$ cat config.mk
export PLATFORM = sky130hd
export DESIGN_NAME = sgd_x_host_wr
export DESIGN_NICKNAME = d
export VERILOG_FILES = /design/src/rtl/sgd_pkg.sv /design/src/rtl/sgd_x_host_wr_fifo.sv /design/src/rtl/sgd_x_host_wr.sv
export SDC_FILE = /design/constraint.sdc
export NUM_CORES = 2
export LEC_CHECK = 0
export ABC_AREA = 1
export BUFFER_PORTS_ARGS = -buffer_cell sky130_fd_sc_hd__buf_4
export CORE_MARGIN = 3
export CORE_UTILIZATION = 30
export CTS_CLUSTER_DIAMETER = 50
export DETAILED_ROUTE_END_ITERATION = 7
export MAX_ROUTING_LAYER = met4
export PLACE_DENSITY = 0.58
export SYNTH_ARGS = -nofsm -noshare
export SYNTH_HDL_FRONTEND = slang
export SYNTH_SLANG_ARGS = --single-unit
$ cat constraint.sdc
create_clock -name clk -period 63 [get_ports clk]
set_input_delay 3.15 -clock clk [delete_from_list [all_inputs] [get_ports clk]]
set_output_delay 3.15 -clock clk [all_outputs]
set_load 0.05 [all_outputs]
$ cat src/rtl/sgd_pkg.sv
// rtl/sgd_pkg.sv - shared constants, state type and word-count helper for the model write-back path
package sgd_pkg;
  localparam int NUM_BITS_PER_BANK = 8;
  localparam int DIS_X_BIT_DEPTH   = 10;
  localparam int BIT_WIDTH_OF_BANK = 4;
  localparam int ENGINE_NUM_WIDTH  = 3;
  localparam int WORD_SHIFT        = BIT_WIDTH_OF_BANK + ENGINE_NUM_WIDTH;
  localparam int HOST_LINE_W       = 512;
  localparam int HOST_LINE_BYTES   = 64;
  localparam int X_RD_LATENCY      = 2;
  localparam int FIFO_DEPTH        = 4;
  localparam int WORD_CREDITS      = 2 * FIFO_DEPTH;

  typedef enum logic [1:0] {ST_IDLE, ST_ISSUE, ST_DRAIN, ST_DONE} wr_state_t;

  // Number of model BRAM words covering `dim` features (partial word rounds up).
  function automatic logic [31:0] word_count(input logic [31:0] dim);
    logic [31:0] hi;
    logic [31:0] lo;
    hi = dim >> WORD_SHIFT;
    lo = dim & ((32'd1 << WORD_SHIFT) - 32'd1);
    return hi + 32'(lo != 32'd0);
  endfunction
endpackage

$ cat src/rtl/sgd_x_host_wr_fifo.sv
// rtl/sgd_x_host_wr_fifo.sv - 4-entry host-line FIFO with occupancy count
module sgd_x_host_wr_fifo
  import sgd_pkg::*;
#(
  parameter int W = HOST_LINE_W
) (
  input  logic         clk,
  input  logic         rst_n,
  input  logic         push,
  input  logic [W-1:0] din,
  input  logic         pop,
  output logic [W-1:0] dout,
  output logic [2:0]   count
);
  logic [W-1:0] mem [FIFO_DEPTH];
  logic [1:0]   wr_ptr;
  logic [1:0]   rd_ptr;

  assign dout = mem[rd_ptr];

  always_ff @(posedge clk) begin
    if (!rst_n) begin
      wr_ptr <= '0;
      rd_ptr <= '0;
      count  <= '0;
      for (int i = 0; i < FIFO_DEPTH; i++) mem[i] <= '0;
    end else begin
      if (push) begin
        mem[wr_ptr] <= din;
        wr_ptr      <= wr_ptr + 2'd1;
      end
      if (pop) rd_ptr <= rd_ptr + 2'd1;
      case ({push, pop})
        2'b10:   count <= count + 3'd1;
        2'b01:   count <= count - 3'd1;
        default: count <= count;
      endcase
    end
  end
endmodule

$ cat src/rtl/sgd_x_host_wr.sv
// rtl/sgd_x_host_wr.sv - streams the model BRAM to host memory as 64-byte lines
// Optional: SGD_X_HOST_WR_EPOCH_OFFSET_EN keeps each epoch's model at its own offset.
module sgd_x_host_wr
  import sgd_pkg::*;
#(
  parameter int X_DATA_W = NUM_BITS_PER_BANK * 32,
  parameter int X_ADDR_W = DIS_X_BIT_DEPTH
) (
  input  logic                   clk,
  input  logic                   rst_n,
  input  logic                   started,
  input  logic [31:0]            dimension,
  input  logic [63:0]            addr_model,
  input  logic                   writing_x_to_host_memory_en,
  output logic                   writing_x_to_host_memory_done,
  output logic                   x_rd_en,
  output logic [X_ADDR_W-1:0]    x_rd_addr,
  input  logic [X_DATA_W-1:0]    x_rd_data,
  output logic                   um_tx_wr_valid,
  output logic [63:0]            um_tx_wr_addr,
  output logic [HOST_LINE_W-1:0] um_tx_wr_data,
  input  logic                   um_tx_wr_ready,
  output logic [31:0]            x_host_wr_lines
);
  wr_state_t               state;
  logic [31:0]             n_q, n_lat, l_lat, l_new;
  logic [31:0]             rd_idx, wr_idx, acc_cnt;
  logic [63:0]             base_eff, epoch_off;
  logic                    rd_v1, rd_v2;
  logic                    half_vld;
  logic [X_DATA_W-1:0]     half_q;
  logic                    push;
  logic [HOST_LINE_W-1:0]  push_data;
  logic [2:0]              fifo_count;
  logic [3:0]              words_held;
  logic                    can_read, accept, start;

  assign start  = (state == ST_IDLE) && writing_x_to_host_memory_en;
  assign accept = um_tx_wr_valid && um_tx_wr_ready;
  assign l_new  = (n_q + 32'd1) >> 1;

  // Every word already committed to the pipeline owns a FIFO half-slot.
  assign words_held = {fifo_count, 1'b0} + 4'(x_rd_en) + 4'(rd_v1) + 4'(rd_v2) + 4'(half_vld);
  assign can_read   = words_held < 4'(WORD_CREDITS);

`ifdef SGD_X_HOST_WR_EPOCH_OFFSET_EN
  logic [31:0] epoch;
  logic        started_q;

  assign epoch_off = (64'(epoch) * 64'(l_new)) << 6;

  always_ff @(posedge clk) begin
    if (!rst_n) begin
      epoch     <= '0;
      started_q <= 1'b0;
    end else begin
      started_q <= started;
      if (started && !started_q)
        epoch <= '0;
      else if (state == ST_DONE && !writing_x_to_host_memory_en)
        epoch <= epoch + 32'd1;
    end
  end
`else
  logic unused_started;
  assign unused_started = started;
  assign epoch_off      = '0;
`endif

  assign um_tx_wr_valid = (fifo_count != 3'd0);
  assign um_tx_wr_addr  = base_eff + (64'(acc_cnt) << 6);

  always_comb begin
    push      = 1'b0;
    push_data = '0;
    if (rd_v2) begin
      if (half_vld) begin
        push      = 1'b1;
        push_data = {x_rd_data, half_q};
      end else if (wr_idx == n_lat - 32'd1) begin
        push      = 1'b1;
        push_data = {{X_DATA_W{1'b0}}, x_rd_data};
      end
    end
  end

  sgd_x_host_wr_fifo #(.W(HOST_LINE_W)) u_fifo (
    .clk   (clk),
    .rst_n (rst_n),
    .push  (push),
    .din   (push_data),
    .pop   (accept),
    .dout  (um_tx_wr_data),
    .count (fifo_count)
  );

  always_ff @(posedge clk) begin
    if (!rst_n) begin
      n_q             <= '0;
      rd_v1           <= 1'b0;
      rd_v2           <= 1'b0;
      half_vld        <= 1'b0;
      half_q          <= '0;
      wr_idx          <= '0;
      x_host_wr_lines <= '0;
    end else begin
      n_q   <= word_count(dimension);
      rd_v1 <= x_rd_en;
      rd_v2 <= rd_v1;
      if (accept) x_host_wr_lines <= x_host_wr_lines + 32'd1;
      if (start) begin
        wr_idx   <= '0;
        half_vld <= 1'b0;
      end else if (rd_v2) begin
        wr_idx <= wr_idx + 32'd1;
        if (half_vld) begin
          half_vld <= 1'b0;
        end else if (wr_idx != n_lat - 32'd1) begin
          half_vld <= 1'b1;
          half_q   <= x_rd_data;
        end
      end
    end
  end

  always_ff @(posedge clk) begin
    if (!rst_n) begin
      state                         <= ST_IDLE;
      writing_x_to_host_memory_done <= 1'b0;
      x_rd_en                       <= 1'b0;
      x_rd_addr                     <= '0;
      rd_idx                        <= '0;
      n_lat                         <= '0;
      l_lat                         <= '0;
      base_eff                      <= '0;
      acc_cnt                       <= '0;
    end else begin
      x_rd_en <= 1'b0;
      if (accept) acc_cnt <= acc_cnt + 32'd1;
      case (state)
        ST_IDLE: begin
          if (writing_x_to_host_memory_en) begin
            state    <= ST_ISSUE;
            n_lat    <= n_q;
            l_lat    <= l_new;
            base_eff <= addr_model + epoch_off;
            rd_idx   <= '0;
            acc_cnt  <= '0;
          end
        end
        ST_ISSUE: begin
          if (n_lat == 32'd0) begin
            state                         <= ST_DONE;
            writing_x_to_host_memory_done <= 1'b1;
          end else if (can_read) begin
            x_rd_en   <= 1'b1;
            x_rd_addr <= rd_idx[X_ADDR_W-1:0];
            rd_idx    <= rd_idx + 32'd1;
            if (rd_idx == n_lat - 32'd1) state <= ST_DRAIN;
          end
        end
        ST_DRAIN: begin
          if (accept && acc_cnt == l_lat - 32'd1) begin
            state                         <= ST_DONE;
            writing_x_to_host_memory_done <= 1'b1;
          end
        end
        ST_DONE: begin
          if (!writing_x_to_host_memory_en) begin
            state                         <= ST_IDLE;
            writing_x_to_host_memory_done <= 1'b0;
          end
        end
        default: state <= ST_IDLE;
      endcase
    end
  end
endmodule

# Yosys cells after proc, flatten, opt, wreduce, memory -nomap -nowiden
# Memories as Yosys holds them, arrays and structs flattened. A register that Yosys moved wholly into a read port is not among the register bits.
# Index checks and enable logic that the tools add are counted.
# W data, S select, Z words.
# word_totals
regBits,567
word_cells,116
input_bits,357
mem_bits_rw,2048
mem_count,1
# op_classes
reduce_logical,19
n_lt_le_gt_ge,1
n_eq_ne,17
addsub,17
n_bitwise,5
muxes,37
# memory_table
name,depth,width,rd,rd_clocked_by_memory_dff,write_ports,line,rtl
u_fifo.mem,4,512,1,1,4,sgd_x_host_wr_fifo.sv:15,logic [W-1:0] mem [FIFO_DEPTH];
# ops
operator,count
$mux W512,3
$reduce_or A512 Y1,1
$mux W256,1
$mux W32,6
$add A32 B1 Y32 const B,5
$eq A32 B32 Y1,3
$add A64 B38 Y64,1
$pmux W32 S2,1
$logic_not A32 Y1,1
$ne A32 B32 Y1,1
$reduce_bool A32 Y1,1
$sub A31 B1 Y32 const B,1
$sub A32 B1 Y32 const B,1
$add A25 B1 Y26,1
$mux W2,9
$add A4 B1 Y4,4
$mux W1,14
$ne A2 B2 Y1 const B,6
$reduce_and A4 Y1,3
$pmux W2 S4,1
$eq A2 B2 Y1 const B,3
$ne A3 B3 Y1 const B,2
$pmux W3 S2,1
$reduce_bool A3 Y1,2
15 further kinds,24

# Depth between registers and ports, before layout
# depth
ltp_word,10
ltp_mapped,24

# Hierarchy
# A second synthesis with hierarchy kept.
# hier_totals
cells_unflattened,14199
area_unflattened_um2,123808.7
# by_module_without_submodules
module,seq_area_each_um2,instances,cells_per_inst,area_per_inst_um2
sgd_x_host_wr_fifo,61679.2,1,8300,88418.6
sgd_x_host_wr,10870.4,1,5899,35390.2

# Worst setup path after synthesis
# No wires, ideal clock.
# synth_path
path_type,input-to-reg
startpoint,input rst_n
endpoint,"memory u_fifo.mem[1][0] in the netlist's numbering, enable pin"
t_required_ns,60.902
stages,5
path_slack_ns,21.240
arrival_time_ns,39.662
path_cell_list,clkbuf_1 clkbuf_1 clkbuf_1 nand4_1 o21ai_0
# synth_lines
element,line,rtl
"start, declared",sgd_x_host_wr.sv:10,"input logic rst_n,"
"end, declared",sgd_x_host_wr_fifo.sv:15,

==> results.md <==
* Slack of the worst reg-to-reg path at 55.10 ns
* Clk sink count at 2600
* Min-Delay Path Class: reg -> reg
* Vias at 102k
* Setup bufs post-CTS at 0
* Max Buffers Root-to-Sink at 4
* Synth Area in Simple Gates at 0.240
* Yosys warning count at 0
* Ranking of synthesized cells by instance count: nor2_1, edfxtp_1, nand2_1
* TritonCTS clock tree: yes
* Hold buffers post-CTS at 0
* Avg Vias per Cell at 5.09
* Worst-Skew Late Latency at 0.90 ns
* Avg Cell Area, Syn at 9.35 um^2
* Post-Synth Adder-Cell Area at 0.00509
* Synth area leader: edfxtp_1
* Maximum VDD drop at 0.0000216 V
* Crit end category: output port
* Final setup TNS at 0 ns
* WHS Endpoint: rd_v2
* CP required at 59.85 ns
* Tmin final at 9.56 ns
* Critical path peak fanout at 164
* FP Rows at 238
* Net Count, Synth at 14.0k
* Synthesized area at 127000 um^2
* Die W at 657 um
* Number of flops mapped to enable cells by yosys at 2048
* Psw at 1250 uW
* DRT iter0 DRCs at 9813
* CTS resizes at 0
* Multi-input logic area at 44800 um^2
* Routability cong. at 0.909
* Global-route wire length before repair at 660000 um
* Initial antenna violation count at 42
* Hold Crit Depth at 2
* Most numerous cell in the Yosys netlist: nor2_1
* DRC violations left at 0
* Synth async-reset ratio at 0
* Clk pwr share at 0.446
* Mux cell area share after synthesis at 0
* Top post-synthesis cells by area: edfxtp_1, dfxtp_1, nor2_1, o21ai_0, nand2_1
* Status: complete, no violations
* Slowest stage delay, CP at 0.77 ns
* Core area at 421000 um^2
* Clock-pin slew on the worst setup and hold paths at 0.06 ns
* DR WL/cell at 22.6 um
* Worst flop-to-flop path endpoint: u_fifo.mem[3][178]
* Initial core utilization at 0.302
* Final nets at 14.5k
* Critical path class: reg -> out
* Register Area at 72600 um^2
* Fillers at 42.7k
* Final antenna-violating net count at 0
* DP Worst Slack at 54.26 ns
* Design Power at 4480 uW
* RSZ-0062 raised after global routing: no
* Final slew viol count at 0
* Largest family of logic cells by synthesized area: simple AND/OR/NAND/NOR gates
* Arr. time, crit path at 6.41 ns
* Root Driver: clkbuf_16
* Total Wirelength at 455000 um
* Compound-Gate Fraction of Synth Area at 0.0965
* Final period util at 0.152
* # IOs at 978
* Post-synthesis cell count at 13.6k
* Xor/xnor share of the synthesized area at 0.00927
* Switching share of power at 0.278
* Gr ovfl total at 0
* Sequential power share at 0.434
* Worst-case reg-to-reg path depth at 21
* CP max stage cell: buf_4
* Htree depth at 5
* Leakage at 0.0608 uW
* #FFs+latches synth at 2600
* Worst-margin pin slew at 1.21 ns
* Final Hold Fails at 0
* Vias in the first global route at 95.8k
* Internal at 3240 uW
* Power Density at 29.8 nW/um^2
* Die area at 432000 um^2
* Total track usage at 0.207
* Yosys cell types at 57
* Min-delay src: rd_v1
* Gate power share at 0.120
* Hpwl dp at 276000 um
* FMAX at 0.105 GHz
* Share of layout cells above drive strength 1 at 0.190
* Sequential-to-total area share from yosys stat at 0.570
* CTS Buf Count at 348
* Slew margin rel. at 0.196
* # Max-Cap Violations at 0
* Final setup violation count at 0
* Die Ht at 657 um
* Worst path cell trace: buf_4 > buf_4 > buf_12 > buf_4 > buf_4 > o21ai_0 > o22ai_1 > buf_4
* Clock Skew at 0.0668 ns
* Largest net degree at the start of global routing at 191
* Core Util, Final at 0.357
* Area grow syn2layout at 18.3%
* Synth top area share at 0.483
* Reg2reg start: n_lat[0]
* # port buffers at 976
* Setup ws final at 53.44 ns
* Most used cell, CP: buf_4
* Critical Path Start Type: register
* Top_reg_cell synth: edfxtp_1
* DRT Pass-1 Iters at 6
-- placed cells by master (no fill, tap or decap), types with 400 or more instances in the layout --
| cell type | n |
|---|---|
| nand3_1 | 465 |
| a21oi_1 | 433 |
| nand4_1 | 577 |
| buf_4 | 1134 |
| nor2_2 | 405 |
| nor3_2 | 400 |
| nand2_1 | 1500 |
| o21ai_0 | 1185 |
| inv_1 | 1422 |
| edfxtp_1 | 2048 |
| nor2_1 | 2300 |
| dfxtp_1 | 547 |
| o22ai_1 | 523 |
-- power groups by stage --
stage	clock, uW	combinational (uW)	sequential, uW
after floorplan	0	332	2050
after global placement	0	537	1980
after detailed placement	0	536	1980
after CTS	2040	538	1940
after global routing	2110	580	1950
final	2000	539	1940
-- per-layer routing --
layer	GRT usage	part of all wire	vias up
li1	-	-	47400
met4	0.0723	0.037	0
met2	0.327	0.47	3807
met3	0.0323	0.071	671
met5	-	0	-
met1	0.270	0.43	50400
-- per-stage QoR --
step / cell area [um^2] / hold slack (ns) / std cells
3_3_place_gp: 139000 / 0.440 / 19400
3_5_place_dp: 139000 / 0.441 / 19400
5_1_grt: 151000 / 0.472 / 20100
4_1_cts: 150000 / 0.453 / 20100
6_report: 151000 / 0.455 / 20100
2_1_floorplan: 127000 / 0.436 / 13600
-- how the worst max path moves through the flow --
stage                               to  slack (ns)  cells after the start
floorplan             u_fifo.mem[1][0]       21.24                      5
global placement    um_tx_wr_data[441]       54.28                      8
detailed placement  um_tx_wr_data[441]       54.26                      8
CTS                 um_tx_wr_data[441]       53.22                      8
global route        um_tx_wr_data[441]       52.98                      8
finish              um_tx_wr_data[441]       53.44                      8
-- kinds of logic after synthesis --
group	Yosys count
AND/OR/NAND/NOR	6141
flip-flops	2600
buffers and inverters	2437
AO/OA/AOI/OAI	2259
XOR/XNOR	130
adder cells (fa/ha/maj)	50
-- layout make-up --
class	count	area share
Antenna cell	34	0.000565
Tap cell	5640	0.0469
Sequential cell	2600	0.482
Inverter	1434	0.0361
Timing Repair Buffer	1152	0.0589
Clock buffer	455	0.0632
Multi-Input combinational cell	8580	0.298
Clock inverter	189	0.0146
-- registers in the layout, indices dropped and copies added, names as in the netlist, 3 cells and up, named ones only --
| name | cells |
|---|---|
| x_host_wr_lines | 32 |
| half_q | 256 |
| u_fifo.mem | 2048 |
| wr_idx | 32 |
| rd_idx | 32 |
| n_lat | 26 |
| n_q | 26 |
| u_fifo.count | 3 |
| l_lat | 26 |
| acc_cnt | 32 |
| x_rd_addr | 10 |
| base_eff | 64 |
-- worst max-delay path: cells and delay by family, from the launching register on --
family                 cells  cell delay, ns
AOI/OAI and AO/OA          2            0.66
DFF                        1            0.73
buffers and inverters      6            3.73
(Power assumes the default switching activity.)
